## src/rtl/uart_rx_matrix_loader.sv

```systemverilog
// uart_rx_matrix_loader
//   Receives 8N1 UART bytes (LSB first, 8x oversampled) and stores them
//   sequentially into a ROW*COLUMN byte matrix while write_A_TX is high.
//   Ten independent read ports return stored bytes with one clk of latency.
// Ports:
//   clk                 sole clock, rising edge
//   rst                 synchronous active-low reset
//   rx_data             asynchronous serial line, idle high
//   write_A_TX          load enable (frame acceptance and memory writes)
//   read_A              read strobe shared by all read ports
//   read_address_A0..9  read addresses; out-of-range addresses return 8'h00
//   data_A0..9          registered read data, held while read_A is low
//   written_completed   high once all ROW*COLUMN bytes have been stored
module uart_rx_matrix_loader #(
  parameter int ROW     = 2,
  parameter int COLUMN  = 2,
  parameter int OVS_DIV = 1302
) (
  input  logic        clk,
  input  logic        rst,
  input  logic        rx_data,
  input  logic        write_A_TX,
  input  logic        read_A,
  input  logic [31:0] read_address_A0,
  input  logic [31:0] read_address_A1,
  input  logic [31:0] read_address_A2,
  input  logic [31:0] read_address_A3,
  input  logic [31:0] read_address_A4,
  input  logic [31:0] read_address_A5,
  input  logic [31:0] read_address_A6,
  input  logic [31:0] read_address_A7,
  input  logic [31:0] read_address_A8,
  input  logic [31:0] read_address_A9,
  output logic [7:0]  data_A0,
  output logic [7:0]  data_A1,
  output logic [7:0]  data_A2,
  output logic [7:0]  data_A3,
  output logic [7:0]  data_A4,
  output logic [7:0]  data_A5,
  output logic [7:0]  data_A6,
  output logic [7:0]  data_A7,
  output logic [7:0]  data_A8,
  output logic [7:0]  data_A9,
  output logic        written_completed
);

  localparam int          TOTAL    = ROW * COLUMN;
  localparam logic [31:0] OVS_LAST = 32'(OVS_DIV - 1);
  localparam logic [3:0]  LAST_IDX = 4'(TOTAL - 1);

  // Oversample tick generator
  logic [31:0] ovs_cnt;
  logic        tick;

  always_ff @(posedge clk) begin
    if (!rst) begin
      ovs_cnt <= '0;
      tick    <= 1'b0;
    end else if (ovs_cnt == OVS_LAST) begin
      ovs_cnt <= '0;
      tick    <= 1'b1;
    end else begin
      ovs_cnt <= ovs_cnt + 32'd1;
      tick    <= 1'b0;
    end
  end

  // Two-flop synchronizer, reset to the idle (high) line level
  logic rx_meta, rx_sync;

  always_ff @(posedge clk) begin
    if (!rst) begin
      rx_meta <= 1'b1;
      rx_sync <= 1'b1;
    end else begin
      rx_meta <= rx_data;
      rx_sync <= rx_meta;
    end
  end

  // Serial receiver
  typedef enum logic [1:0] {RX_IDLE, RX_START, RX_DATA, RX_STOP} rx_state_t;

  rx_state_t  rx_state;
  logic [2:0] rx_ticks;
  logic [2:0] bit_idx;
  logic [7:0] shift;
  logic       rx_status;
  logic       frame_valid;
  logic       frame_start;

  always_ff @(posedge clk) begin
    if (!rst) begin
      rx_state    <= RX_IDLE;
      rx_ticks    <= '0;
      bit_idx     <= '0;
      shift       <= '0;
      rx_status   <= 1'b0;
      frame_valid <= 1'b0;
      frame_start <= 1'b0;
    end else begin
      frame_start <= 1'b0;
      if (tick) begin
        unique case (rx_state)
          RX_IDLE: begin
            if (!rx_sync) begin
              rx_state    <= RX_START;
              rx_status   <= 1'b1;
              frame_valid <= 1'b0;
              frame_start <= 1'b1;
              rx_ticks    <= '0;
            end
          end
          RX_START: begin
            if (rx_ticks == 3'd3) begin
              rx_ticks <= '0;
              bit_idx  <= '0;
              if (rx_sync) begin
                rx_state  <= RX_IDLE;
                rx_status <= 1'b0;
              end else begin
                rx_state <= RX_DATA;
              end
            end else begin
              rx_ticks <= rx_ticks + 3'd1;
            end
          end
          RX_DATA: begin
            if (rx_ticks == 3'd7) begin
              rx_ticks <= '0;
              shift    <= {rx_sync, shift[7:1]};
              bit_idx  <= bit_idx + 3'd1;
              if (bit_idx == 3'd7) rx_state <= RX_STOP;
            end else begin
              rx_ticks <= rx_ticks + 3'd1;
            end
          end
          RX_STOP: begin
            if (rx_ticks == 3'd7) begin
              rx_ticks    <= '0;
              rx_status   <= 1'b0;
              frame_valid <= rx_sync;
              rx_state    <= RX_IDLE;
            end else begin
              rx_ticks <= rx_ticks + 3'd1;
            end
          end
          default: rx_state <= RX_IDLE;
        endcase
      end
    end
  end

  // Load controller, memory and read ports
  typedef enum logic [1:0] {IDLE, RECEIVING, STORE, END} state_t;

  state_t      state;
  logic [3:0]  count;
  logic [7:0]  mem    [TOTAL];
  logic [31:0] rd_addr[10];
  logic [7:0]  data_q [10];

  assign rd_addr[0] = read_address_A0;
  assign rd_addr[1] = read_address_A1;
  assign rd_addr[2] = read_address_A2;
  assign rd_addr[3] = read_address_A3;
  assign rd_addr[4] = read_address_A4;
  assign rd_addr[5] = read_address_A5;
  assign rd_addr[6] = read_address_A6;
  assign rd_addr[7] = read_address_A7;
  assign rd_addr[8] = read_address_A8;
  assign rd_addr[9] = read_address_A9;

  assign data_A0 = data_q[0];
  assign data_A1 = data_q[1];
  assign data_A2 = data_q[2];
  assign data_A3 = data_q[3];
  assign data_A4 = data_q[4];
  assign data_A5 = data_q[5];
  assign data_A6 = data_q[6];
  assign data_A7 = data_q[7];
  assign data_A8 = data_q[8];
  assign data_A9 = data_q[9];

  function automatic logic [7:0] mem_rd(input logic [31:0] a);
    logic [7:0] r;
    r = '0;
    for (int unsigned i = 0; i < TOTAL; i++)
      if (a == i) r = mem[i];
    return r;
  endfunction

  always_ff @(posedge clk) begin
    if (!rst) begin
      state             <= IDLE;
      count             <= '0;
      written_completed <= 1'b0;
      for (int unsigned i = 0; i < TOTAL; i++) mem[i] <= '0;
      for (int unsigned n = 0; n < 10; n++) data_q[n] <= '0;
    end else begin
      unique case (state)
        // Capture only from the clk the receiver announces a new start bit,
        // so a frame already underway when write_A_TX rises is skipped.
        IDLE:      if (rx_status && write_A_TX && frame_start) state <= RECEIVING;
        RECEIVING: if (!rx_status) state <= STORE;
        STORE: begin
          if (frame_valid && write_A_TX) begin
            for (int unsigned i = 0; i < TOTAL; i++)
              if (count == 4'(i)) mem[i] <= shift;
            count <= count + 4'd1;
            if (count >= LAST_IDX) begin
              state             <= END;
              written_completed <= 1'b1;
            end else begin
              state <= IDLE;
            end
          end else begin
            state <= IDLE;
          end
        end
        END:     state <= END;
        default: state <= IDLE;
      endcase
      // Reads see pre-write contents because mem updates non-blocking.
      if (read_A)
        for (int unsigned n = 0; n < 10; n++) data_q[n] <= mem_rd(rd_addr[n]);
    end
  end

endmodule

```

## config.mk

```make
export PLATFORM = sky130hd
export DESIGN_NAME = uart_rx_matrix_loader
export DESIGN_NICKNAME = d
export VERILOG_FILES = /design/src/rtl/uart_rx_matrix_loader.sv
export SDC_FILE = /design/constraint.sdc
export NUM_CORES = 1
export LEC_CHECK = 0
export BUFFER_PORTS_ARGS = -buffer_cell sky130_fd_sc_hd__buf_2
export CAP_MARGIN = 10
export CORE_AREA = 2 2 159 161
export CTS_BUF_LIST = sky130_fd_sc_hd__clkbuf_4 sky130_fd_sc_hd__clkbuf_8
export DETAILED_ROUTE_END_ITERATION = 10
export DIE_AREA = 0 0 161 163
export GPL_TIMING_DRIVEN = 0
export PLACE_DENSITY = 0.67
export SYNTH_ARGS = -nofsm -noshare
export SYNTH_HDL_FRONTEND = slang
export SYNTH_SLANG_ARGS = --single-unit
```

## constraint.sdc

```tcl
create_clock -name clk -period 2.9 [get_ports clk]
set_input_delay 0.145 -clock clk [delete_from_list [all_inputs] [get_ports clk]]
set_output_delay 0.145 -clock clk [all_outputs]
set_load 0.01 [all_outputs]
```

==> run summary <==
Of the total power, registers draw 53.6%. The via-per-instance ratio is 5.50. Leaving out fill and tap cells, the most frequent cell in the layout is buf_2. The via count of the routed design came out at 8378. The number of violations reported at the end of detailed-routing iteration 0 came out at 713.

After synthesis the netlist holds a flip-flop and latch count of 173. For the worst setup path, the data required time is 3.24 ns. The core region is 24700 sq um. In this run the number of H-tree levels came out at 4. The detailed placement HPWL is 23100 um. The via count of the first global-routing pass came out at 7978. The total count of hold-check failures in the final report is 0.

From left edge to right edge, the die measures 161 um. During I/O placement, the number of pins put on the boundary was 406. The design area is 12300 sq um. Combinational cells account for 12.0% of the total power. In the layout the commonest cells are 385 x buf_2, 112 x edfxtp_1, 81 x nor2b_1. Dividing the final minimum period by the clock period gives 76.6%. The total of endpoints with negative setup slack in the final report came out at 0. The post-detailed-routing wire length is 31000 um. For this design the ratio of total power to cell area is 419 nW/um^2. The power spent charging and discharging nets came out at 1.32 mW. The total overflow left after global routing is 0. At the placement stage, the worst setup path has a slack of 0.580 ns.

The clock power share is 34.4%. The maximum fanout encountered on the critical timing path came out at 10. The number of standard cells after synthesis is 772. The first-pass GRT wire length came out at 45500 um. The final cell count without fillers came out at 1523. The total count of max-transition violations in the final report came to 0. The number of buffers added on ports came out at 385. The number of design rule violations left after detail routing is 0. The maximum resistive drop on vdd is 0.311 mV. The flow ran to the end, and the final reports show no timing, DRC or antenna violations. The number of flops mapped to enable cells by yosys came out at 112. Setup repair after global routing left no endpoint under its margin. The weighted congestion reported at the end of routability-driven placement is 0.886. The switching portion of total power is 25.7%. The analysis attributes to cell leakage a power of 4.81 nW.

The number of buffers created by CTS is 17. The worst hold path belongs to the class in -> reg. The number of nets in the synthesized netlist came out at 1109. The clock latency on the worst-skew pair is 0.48 ns. Clock tree synthesis found a total of 173 sinks. From bottom edge to top edge, the die measures 163 um. Relative to the synthesized area, the layout overhead comes to 29.4%.

Clock-pin slew was measured on the worst setup and hold paths at 0.10 ns. The transition time at the pin with the least slew margin came out at 0.848 ns. In this run the deepest clock path goes through 2 buffers. The die covers 26200 sq um. The critical path in this run is classified as reg -> reg. CTS placed an instance of clkbuf_8 at the clock tree root. The remaining max-slew budget at the tightest pin is 43.0%.

The timing-limited maximum frequency came out at 450 MHz. Counting tap cells, the placed design contains a total of 1488 instances. The count of maximum capacitance violations is 0. The total standard cell area after synthesis came out at 9500 sq um.

STA classifies the critical path startpoint as a register. The combined global-route utilization of all metal layers is 23.1%. The minimum period implied by the final worst setup slack is 2.22 ns.

The internal power of the cells totals 3.83 mW. The CTS tree is built. The async set-or-reset flop fraction in the synthesized netlist came out at 0%. The initial utilization of the core area, before any placement, comes to 38.5%. The critical path data arrival time is 2.56 ns. Cells with a size suffix above 1 make up 42.2% of the layout. The Yosys step of the flow raised 0 warnings. The first TritonRoute pass finished after 5 iterations. The most used flip-flop cell after synthesis is edfxtp_1. STA classifies the critical path endpoint as a register. The maximum number of pins on one net before global-route repair came out at 46.

For the final routed database, the setup TNS stands at 0 ns. The post-place instance area came out at 11900 sq um. The post-layout net count came out at 1515. Counting distinct cell types in the post-synthesis netlist gives 45. A synthesized cell averages 12.3 sq um. After detailed routing, the average wire length per cell comes to 20.3 um. The worst setup skew after layout is 0.0179 ns. The number of antenna violations at the first check in global routing is 5.

The remaining antenna violation count after routing came out at 0. The row count came out at 58. The worst setup slack after layout came out at 0.677 ns.

Of the synthesized area, sequential elements account for 48.3%.
==> path summary, 6_finish.rpt <==
kind	to	cells past startpoint	slack, ns	from
hold / removal	state[0]	3	0.07	write_A_TX
setup reg to reg	ovs_cnt[28]	7	0.68	ovs_cnt[0]
hold reg to reg	rx_sync	1	0.42	rx_meta
setup / recovery	ovs_cnt[28]	7	0.68	ovs_cnt[0]
==> cells by family (layout without fill, tap and decap cells) <==
| logic type | Yosys count | count (layout) | share of synthesized area, % |
|---|---|---|---|
| compound gates | 77 | 77 | 4.79 |
| xor+xnor | 12 | 12 | 1.11 |
| fa+ha+maj | 12 | 12 | 1.58 |
| buf+inv | 51 | 470 | 2.11 |
| flops | 173 | 173 | 48.3 |
| mux | 82 | 82 | 19.2 |
| other cells | 0 | 2 | 0 |
| simple gates | 365 | 365 | 23.0 |
==> sequential cells by signal (all words and copies together) (netlist names), 2 cells and up, named ones only <==
register,cells
ovs_cnt,32
state,2
shift,8
rx_ticks,3
data_q,80
count,4
mem,32
bit_idx,3
==> layout make-up <==
| type | count | area (sq um) |
|---|---|---|
| antenna | 2 | 5.00 |
| clock inverter | 15 | 178 |
| clock buffer | 17 | 234 |
| multi-input combinational | 548 | 4720 |
| tap | 330 | 413 |
| timing repair buffer | 387 | 1960 |
| sequential | 173 | 4580 |
| buffer | 35 | 140 |
| inverter | 16 | 60.1 |
| fill | 2235 | 12400 |
==> routing by layer <==
metal / vias to the layer above / global-route usage (%) / routed length [um]
met3: 47 / 7.56 / 3360
met2: 441 / 37.4 / 14800
met5: - / 0 / 37
met1: 3983 / 29.9 / 12200
met4: 6 / 6.49 / 540
li1: 3901 / - / -
==> repair_timing <==
item                                   in CTS  in global routing
gates resized for setup                     0                  0
hold buffers                                1                  0
buffers inserted                            0                  0
endpoints found under the hold margin       1                  0
==> through the flow <==
step,hold WS [ns],util (%),total power [mW]
after global routing,0.0691,49.8,5.34
after detailed placement,0.340,48.1,3.44
after floorplan,0.246,-,3.08
after global placement,0.327,48.0,3.43
after CTS,0.0531,49.8,5.18
final,0.0748,49.8,5.16
==> synthesized netlist by cell type (11+ instances only) <==
cell | n | area [sq um]
nand2_1 | 49 | 184
nor2_1 | 20 | 75.1
edfxtp_1 | 112 | 3360
nor4_1 | 75 | 469
dfxtp_1 | 61 | 1220
nor3_1 | 11 | 55.1
or4_1 | 22 | 165
mux4_2 | 80 | 1800
inv_1 | 15 | 56.3
nand4_1 | 19 | 119
and2_1 | 32 | 200
clkbuf_1 | 13 | 48.8
ha_1 | 12 | 150
a21oi_1 | 38 | 190
nor2b_1 | 81 | 507
o31ai_1 | 13 | 97.6
and4_1 | 13 | 114
nand3_1 | 13 | 65.1
o21ai_0 | 12 | 60.1
buf_1 | 20 | 75.1
==> worst max-delay path, cell delays in order (launching register included) <==
cell and delay, ns:
dfxtp_1 0.42, ha_1 0.24, nand2_1 0.13, or4_4 0.51, buf_6 0.16, clkbuf_1 0.24, o31ai_1 0.29, a21oi_1 0.08
==> power by group through the flow <==
stage	clock network, mW	logic (mW)	registers (mW)
after global placement	0	0.610	2.82
after detailed placement	0	0.621	2.81
after CTS	1.80	0.625	2.76
after global routing	1.91	0.669	2.77
final	1.77	0.621	2.76
after floorplan	0	0.278	2.80
Note: power is estimated with default switching activity, not from simulation.
